===== src/rtl/klein_pkg.sv =====
// ----------------------------------------------------------------------------
// klein_pkg
// Shared definitions for the KLEIN-64 forward MixNibbles datapath.
//   - GF(2^8) reduction constant (x^8 + x^4 + x^3 + x + 1 -> low byte 0x1B)
//   - byte / column / state typedefs
//   - FSM state encoding for the iterative mixer
//   - column index constants and column get/put helpers
//   - gf_xtime: multiply a byte by {02} in GF(2^8)
// State byte order: byte0 = [63:56] ... byte7 = [7:0].
// Column 0 = bytes 0..3 = [63:32], column 1 = bytes 4..7 = [31:0].
// ----------------------------------------------------------------------------
package klein_pkg;

   localparam logic [7:0] GF_POLY = 8'h1B;

   typedef logic [7:0]  byte_t;
   typedef logic [31:0] col_t;
   typedef logic [63:0] state_t;

   typedef enum logic [1:0] {
      ST_IDLE = 2'd0,
      ST_MIX  = 2'd1,
      ST_DONE = 2'd2
   } mix_state_e;

   localparam logic COL_0 = 1'b0;
   localparam logic COL_1 = 1'b1;

   // Multiply by {02}: shift left, fold the carried-out bit back via the
   // reduction polynomial.
   function automatic byte_t gf_xtime(input byte_t x);
      gf_xtime = {x[6:0], 1'b0} ^ (x[7] ? GF_POLY : 8'h00);
   endfunction

   function automatic col_t get_col(input state_t s, input logic idx);
      get_col = (idx == COL_0) ? s[63:32] : s[31:0];
   endfunction

   function automatic state_t put_col(input state_t s, input logic idx,
                                      input col_t c);
      put_col = (idx == COL_0) ? {c, s[31:0]} : {s[63:32], c};
   endfunction

endpackage


===== src/rtl/klein_mix_column.sv =====
// ----------------------------------------------------------------------------
// klein_mix_column
// Purely combinational AES MixColumns on one 32-bit column.
// Circulant matrix rows (02 03 01 01), all sums are byte-wise XOR.
// Ports:
//   col_in  [31:0]  a0 = [31:24] ... a3 = [7:0]
//   col_out [31:0]  b0 = [31:24] ... b3 = [7:0]
// ----------------------------------------------------------------------------
module klein_mix_column
   import klein_pkg::*;
(
   input  logic [31:0] col_in,
   output logic [31:0] col_out
);

   byte_t a0, a1, a2, a3;
   byte_t x0, x1, x2, x3;   // 2*a_i
   byte_t t0, t1, t2, t3;   // 3*a_i

   always_comb begin
      a0 = col_in[31:24];
      a1 = col_in[23:16];
      a2 = col_in[15:8];
      a3 = col_in[7:0];

      x0 = gf_xtime(a0);
      x1 = gf_xtime(a1);
      x2 = gf_xtime(a2);
      x3 = gf_xtime(a3);

      t0 = x0 ^ a0;
      t1 = x1 ^ a1;
      t2 = x2 ^ a2;
      t3 = x3 ^ a3;

      col_out[31:24] = x0 ^ t1 ^ a2 ^ a3;
      col_out[23:16] = a0 ^ x1 ^ t2 ^ a3;
      col_out[15:8]  = a0 ^ a1 ^ x2 ^ t3;
      col_out[7:0]   = t0 ^ a1 ^ a2 ^ x3;
   end

endmodule


===== src/rtl/klein_mix_nibbles_enc.sv =====
// ----------------------------------------------------------------------------
// klein_mix_nibbles_enc
// Iterative forward MixNibbles stage of the KLEIN-64 round. Each 32-bit half
// of the state goes through AES MixColumns; COLS_PER_CYCLE columns are
// processed per MIX cycle.
//
// Handshakes: a transfer happens on a rising clk edge where valid && ready are
// both high. in_ready is high only in IDLE; out_valid is high only in DONE and
// out_state is held stable until out_ready is seen. The source must hold
// in_valid/in_state until accepted.
//
// Ports:
//   clk, rst             rising-edge clock, async active-high reset
//   in_valid/in_ready    input handshake, in_state [STATE_W-1:0]
//   out_valid/out_ready  output handshake, out_state [STATE_W-1:0]
//   busy                 FSM is not in IDLE
//
// Timing (handshake cycle = 0): COLS_PER_CYCLE=1 -> MIX in cycles 1,2, DONE
// from cycle 3; COLS_PER_CYCLE=2 -> MIX in cycle 1, DONE from cycle 2.
// ----------------------------------------------------------------------------
module klein_mix_nibbles_enc
   import klein_pkg::*;
#(
   parameter int COLS_PER_CYCLE = 1,
   parameter int STATE_W        = 64
) (
   input  logic               clk,
   input  logic               rst,
   input  logic               in_valid,
   output logic               in_ready,
   input  logic [STATE_W-1:0] in_state,
   output logic               out_valid,
   input  logic               out_ready,
   output logic [STATE_W-1:0] out_state,
   output logic               busy
);

   if (STATE_W != 64) begin : g_bad_state_w
      $error("klein_mix_nibbles_enc: STATE_W must be 64");
   end
   if (COLS_PER_CYCLE != 1 && COLS_PER_CYCLE != 2) begin : g_bad_cols
      $error("klein_mix_nibbles_enc: COLS_PER_CYCLE must be 1 or 2");
   end

   mix_state_e state_q, state_d;
   state_t     work_q, work_d;
   logic       col_q, col_d;
   state_t     out_state_q, out_state_d;

   // Work register with the column(s) of this MIX cycle already replaced,
   // and whether this MIX cycle completes the state.
   state_t     mixed_state;
   logic       mix_last;

   if (COLS_PER_CYCLE == 2) begin : g_two_cols
      col_t m_hi, m_lo;

      klein_mix_column u_mix_hi (
         .col_in  (get_col(work_q, COL_0)),
         .col_out (m_hi)
      );
      klein_mix_column u_mix_lo (
         .col_in  (get_col(work_q, COL_1)),
         .col_out (m_lo)
      );

      assign mixed_state = {m_hi, m_lo};
      assign mix_last    = 1'b1;
   end else begin : g_one_col
      col_t m_sel;

      klein_mix_column u_mix (
         .col_in  (get_col(work_q, col_q)),
         .col_out (m_sel)
      );

      assign mixed_state = put_col(work_q, col_q, m_sel);
      assign mix_last    = (col_q == COL_1);
   end

   always_comb begin
      state_d     = state_q;
      work_d      = work_q;
      col_d       = col_q;
      out_state_d = out_state_q;

      case (state_q)
         ST_IDLE: begin
            if (in_valid) begin
               work_d  = in_state;
               col_d   = COL_0;
               state_d = ST_MIX;
            end
         end
         ST_MIX: begin
            work_d = mixed_state;
            col_d  = COL_1;
            if (mix_last) begin
               // Result is loaded straight into the output register so
               // out_state never shows a half-mixed value.
               out_state_d = mixed_state;
               state_d     = ST_DONE;
            end
         end
         ST_DONE: begin
            if (out_ready) begin
               state_d = ST_IDLE;
            end
         end
         default: begin
            state_d = ST_IDLE;
         end
      endcase
   end

   always_ff @(posedge clk or posedge rst) begin
      if (rst) begin
         state_q     <= ST_IDLE;
         work_q      <= '0;
         col_q       <= COL_0;
         out_state_q <= '0;
      end else begin
         state_q     <= state_d;
         work_q      <= work_d;
         col_q       <= col_d;
         out_state_q <= out_state_d;
      end
   end

   assign in_ready  = (state_q == ST_IDLE);
   assign out_valid = (state_q == ST_DONE);
   assign busy      = (state_q != ST_IDLE);
   assign out_state = out_state_q;

endmodule

===== config.mk =====
export PLATFORM = sky130hd
export DESIGN_NAME = klein_mix_nibbles_enc
export DESIGN_NICKNAME = d
export VERILOG_FILES = /design/src/rtl/klein_pkg.sv /design/src/rtl/klein_mix_column.sv /design/src/rtl/klein_mix_nibbles_enc.sv
export SDC_FILE = /design/constraint.sdc
export NUM_CORES = 1
export LEC_CHECK = 0
export ABC_AREA = 1
export BUFFER_PORTS_ARGS = -buffer_cell sky130_fd_sc_hd__buf_2
export CELL_PAD_IN_SITES_DETAIL_PLACEMENT = 0
export CELL_PAD_IN_SITES_GLOBAL_PLACEMENT = 1
export CORE_MARGIN = 1
export CORE_UTILIZATION = 41
export DETAILED_ROUTE_END_ITERATION = 10
export PLACE_DENSITY_LB_ADDON = 0.1
export REMOVE_ABC_BUFFERS = 1
export SLEW_MARGIN = 5
export SYNTH_ARGS = -nofsm -noshare
export SYNTH_HDL_FRONTEND = slang
export SYNTH_SLANG_ARGS = --single-unit
export TNS_END_PERCENT = 30

===== constraint.sdc =====
create_clock -name clk -period 5.01 [get_ports clk]
set_clock_uncertainty 0.2 [all_clocks]
set_input_delay 0.2505 -clock clk [delete_from_list [all_inputs] [get_ports clk]]
set_output_delay 0.2505 -clock clk [all_outputs]
set_load 0.03 [all_outputs]

* Yosys cells after proc, flatten, opt, wreduce, memory -nomap -nowiden *
Index checks and enable logic that the tools add are counted.

storage, ports and cells
  input port bits = 68
  output and inout port bits = 67
  flip-flop bits (word level) = 131
  word-level logic and storage cells = 49

operators by class
  reduce and logical (&&, ||, !) cells = 6
  mux-type cells = 14
  eq/ne operators = 5
  bitwise gates (word level) = 20

operator list
  kind                  count
  $xor A8 B8 Y8         20
  $mux W64              2
  $pmux W64 S2          1
  $mux W32              1
  $mux W5               4
  $mux W2               3
  $pmux W2 S3           1
  $ne A2 B2 Y1 const B  2
  $reduce_and A2 Y1     2
  $reduce_bool A2 Y1    2
  $reduce_and A3 Y1     1
  $eq A2 B1 Y1 const B  1
  $eq A2 B2 Y1 const B  1
  $logic_not A2 Y1      1
  $ne A2 B1 Y1 const B  1
  $pmux W1 S2           1
  $mux W1               1

* Longest topological paths before layout *
  depth after elaboration = 9
  mapped depth = 15

* Cells and area by module *
Synthesis repeated with hierarchy kept, for this count alone.

second synthesis, totals
  cell total of the unflattened synthesis = 1,377
  area total of the unflattened synthesis = 8,554.5 µm²

by module, submodules not included
  module                 cells an instance  times used  sequential area each (µm²)  area each (µm²)
  klein_mix_nibbles_enc  963                1           3,278.1                     6,685.2
  klein_mix_column       414                1           0.0                         1,869.3

* Worst setup path after synthesis *
No wires, ideal clock.

  kind = reg-to-reg
  start point = register col_q
  end point = register out_state_q[12] (netlist: out_state[12])
  cell stages (with the launch flop) = 13
  arrival = 1,523 ps
  path slack = 3,167 ps
  cell sequence = dfrtp_1 > buf_6 > buf_6 > o21ai_2 > nand2_1 > nand2_1 > nand2_1 > nand2_1 > inv_1 > nand2_1 > nand3_1 > o21ai_0 > inv_1

between the ends
  cells in the longest elaborated chain, start to end = 6
  elaborated cells between the ends (all ways) = 11

ends and longest elaborated chain
  element                           RTL line                                        text
  start, declared                   klein_mix_nibbles_enc.sv:47                     logic col_q, col_d;
  start signal, assigned            klein_mix_nibbles_enc.sv:125                    col_q <= col_d;
  $mux W32                          klein_pkg.sv:36                                 get_col = (idx == COL_0) ? s[63:32] : s[31:0];
  $mux W5                           klein_pkg.sv:32                                 gf_xtime = {x[6:0], 1'b0} ^ (x[7] ? GF_POLY : 8'h00);
  $xor A8 B8 Y8                     klein_pkg.sv:32
  $xor A8 B8 Y8 (on tied branches)  klein_mix_column.sv:38, klein_mix_column.sv:34
  $xor A8 B8 Y8                     klein_mix_column.sv:38                          col_out[15:8] = a0 ^ a1 ^ x2 ^ t3;
  $mux W64                          klein_pkg.sv:41                                 put_col = (idx == COL_0) ? {c, s[31:0]} : {s[63:32], c};
  end signal, assigned              klein_mix_nibbles_enc.sv:126                    out_state_q <= out_state_d;
  end, declared                     klein_mix_nibbles_enc.sv:48                     state_t out_state_q, out_state_d;

Parallel ways exist; a longest one is shown, timed or not.
A chain may end at the register's enable or synchronous reset.

* Worst setup path after layout *
  start point = register state_q[1]
  end point = register work_q[43]

between the ends
  cells in the longest elaborated chain, start to end = 3
  elaborated cells between the ends (all ways) = 6

ends and longest elaborated chain
  element                                                                     RTL line                      text
  start, declared                                                             klein_mix_nibbles_enc.sv:45   mix_state_e state_q, state_d;
  start signal, assigned                                                      klein_mix_nibbles_enc.sv:123  state_q <= state_d;
  $eq A2 B1 Y1 / $logic_not A2 Y1 (equally long branches)                     klein_mix_nibbles_enc.sv:87   case (state_q)
  $reduce_bool A2 Y1 (no source line) / $ne A2 B2 Y1 (equally long branches)  --
  $reduce_and A2 Y1 (no source line)                                          --
  end signal, assigned                                                        klein_mix_nibbles_enc.sv:124  work_q <= work_d;
  end, declared                                                               klein_mix_nibbles_enc.sv:46   state_t work_q, work_d;

Parallel ways exist; a longest one is shown, timed or not.

==> qor.yml <==
setup_path:
  endpoint_kind: "flop"
  cp.arrival_ps: 3200
  crit_type: "flop to flop"
  crit_required_ps: 5100
  worstPathMaxFanout: 33
  startpoint_type: "flop"
placement:
  io_buffers: 134
  place.detailed.hpwl_mm: 17.92
  pre_cts_slack_ps: 1926
  dp.cells: 1610
  dpl_cell_area_um2: 9245
  gp_congestion: 0.8944
drt:
  antenna_left: 0
  viasPerCell: 5.081
  wl_mm: 26.71
  drt_iter0_drc: 464
  firstDrtPassIters: 7
  vias: 8608
  wl_per_cell_um: 15.77
  drcViolationCount: 0
yosys:
  synth_area_leader_cell: "dfrtp_1"
  avgSynthCellArea_um2: 6.746
  synth.distinct_cells: 35
  synth-seq-cells: 131
  yosys_warnings: 0
  async_flop_share: 1.000
  netlist_area_um2: 8426
  netlist_instances: 1249
  synth_edf_count: 0
  yosys-top-cells-area: "dfrtp_1, nand2_1, nand3_1, inv_1, o21ai_0"
  seq_area_frac_synth: 0.3891
  synth_top_area_frac: 0.3891
  synth_ff_type: "dfrtp_1"
die:
  die_h_um: 145.4
  start_util: 0.4177
  num_rows: 52
  die-area_um2: 21130
  ios: 135
  die_w_um: 145.4
  core_region_area_um2: 20170
grt:
  antenna_found_initial: 0
  grt_max_degree: 92
  grt_pass1_vias: 8264
  grt_remaining_overflow: 0
  grt_pass1_wl_mm: 43.55
  track_usage: 0.2598
final_layout:
  fillCellCount: 2062
  nets: 1479
  post-route-cell-area_um2: 10420
  antenna_cells: 0
  seqCellArea_um2: 3282
  finalNonFillerCells: 1694
  syn2layout_area_growth_pct: 23.69
  multi_input_comb_area_um2: 4424
  drive_above_1_share: 0.1692
sta:
  setup_slack_ps: 1897
  slew_headroom: 0.2944
  setup_violations: 0
  fmax_mhz: 321.3
  finalCriticalPeriod_ps: 3113
  finalHoldViolCount: 0
  holdWs_ps: 7.461
  drv_slew: 0
  grt_setup_unrepaired: "false"
  timing.final.crit_share: 0.6213
  tightest_slew_ps: 1057
run:
  cap_violations: 0
cts:
  cts_tree: "done"
  root_buffer: "clkbuf_16"
  clk_latency_ps: 430
  clockBufferDepth: 2
  clkTransAtPathRegs_ps: 60
  cts_buffers: 17
  cts_setup_buffers: 0
  cts_max_level: 4
  cts.sinks: 131
worst_hold_path:
  hold_path_class: "input pin to flop"
run_status:
  status: "finished, final reports clean"
routing by layer:
layer  GRT usage  vias to the layer above  routed length (µm)
met3     0.03386                       28                 949
met2      0.4394                      184               12810
met1      0.3489                     4030               12530
met4     0.07263                        0                 422
li1            -                     4366                   -
met5           0                        -                   0
path summary, 6_finish.rpt:
path	from	to	slack [ps]	depth (start not counted)
max	state_q[1]$_DFFE_PP0P_	work_q[43]$_DFFE_PP0P_	1900	8
min	in_state[46]	work_q[46]$_DFFE_PP0P_	7	3
max reg2reg	state_q[1]$_DFFE_PP0P_	work_q[43]$_DFFE_PP0P_	1900	8
min reg2reg	out_state[63]$_DFFE_PP0P_	out_state[63]$_DFFE_PP0P_	270	2
max in group asynchronous	rst	out_state[8]$_DFFE_PP0P_	3180	4
min in group asynchronous	rst	out_state[30]$_DFFE_PP0P_	340	3
final cells by class:
class	count	share of cell area
Clock buffer	21	0.04610
Inverter	120	0.04370
Multi-Input combinational cell	945	0.4245
Tap cell	270	0.03242
Clock inverter	11	0.01681
Sequential cell	131	0.3149
Timing Repair Buffer	196	0.1215
synth_stat cells, types with 9 or more instances:
cell type / n
nand2_1: 532
nand3_1: 150
dfrtp_1: 131
inv_1: 105
o21ai_0: 47
nor2_1: 39
clkbuf_1: 30
a21oi_1: 25
a221oi_1: 21
o21ai_1: 21
o21ai_2: 19
a22oi_1: 13
inv_2: 13
or2_2: 13
xnor2_1: 11
nand2_2: 9
o21a_1: 9
through the flow:
stage / util / TNS (ps)
final: 0.5167 / 0
after global routing: 0.5167 / 0
after CTS: 0.5167 / 0
after detailed placement: 0.4584 / 0
after global placement: 0.4584 / 0
after floorplan: - / -294120
state kept, by name, summed over array words and instances (netlist names):
signal,count
work_q,64
col_q,1
state_q,2
out_state,64
layout by cell type (no fill, tap or decap), drive strengths merged, types with 5 or more instances in the layout:
cell type / count
xnor2: 11
clkinv: 7
dlygate4sd3: 52
buf: 144
a21oi: 25
inv: 118
nand4: 7
clkbuf: 21
a221oi: 21
o21a: 9
xor2: 9
nor2: 43
dfrtp: 131
or2: 13
nand2: 541
nand3: 150
o21ai: 89
a22oi: 13
o221ai: 5
what timing repair did:
item                      CTS  global route
gates resized for setup     0             0
hold endpoints to repair  141             0
hold buffers               52             0
worst max-delay path, cell delays in order, from the launching register on:
cell and delay, ps:
dfrtp_1 380, inv_2 150, nand2_2 240, buf_4 360
nand2_1 140, clkinv_1 540, buf_4 510, a221oi_1 320
a22oi_1 110
cell families after synthesis:
kind of cell              synth area share
buffers and inverters              0.08673
AOI/OAI and AO/OA                   0.1304
DFF                                 0.3891
and+or+nand+nor                     0.3710
xor gates and xnor gates           0.02168
muxes                             0.001188
Power is not shown: default switching activity piles up to over one toggle a cycle in this logic, so the estimate is an artifact.
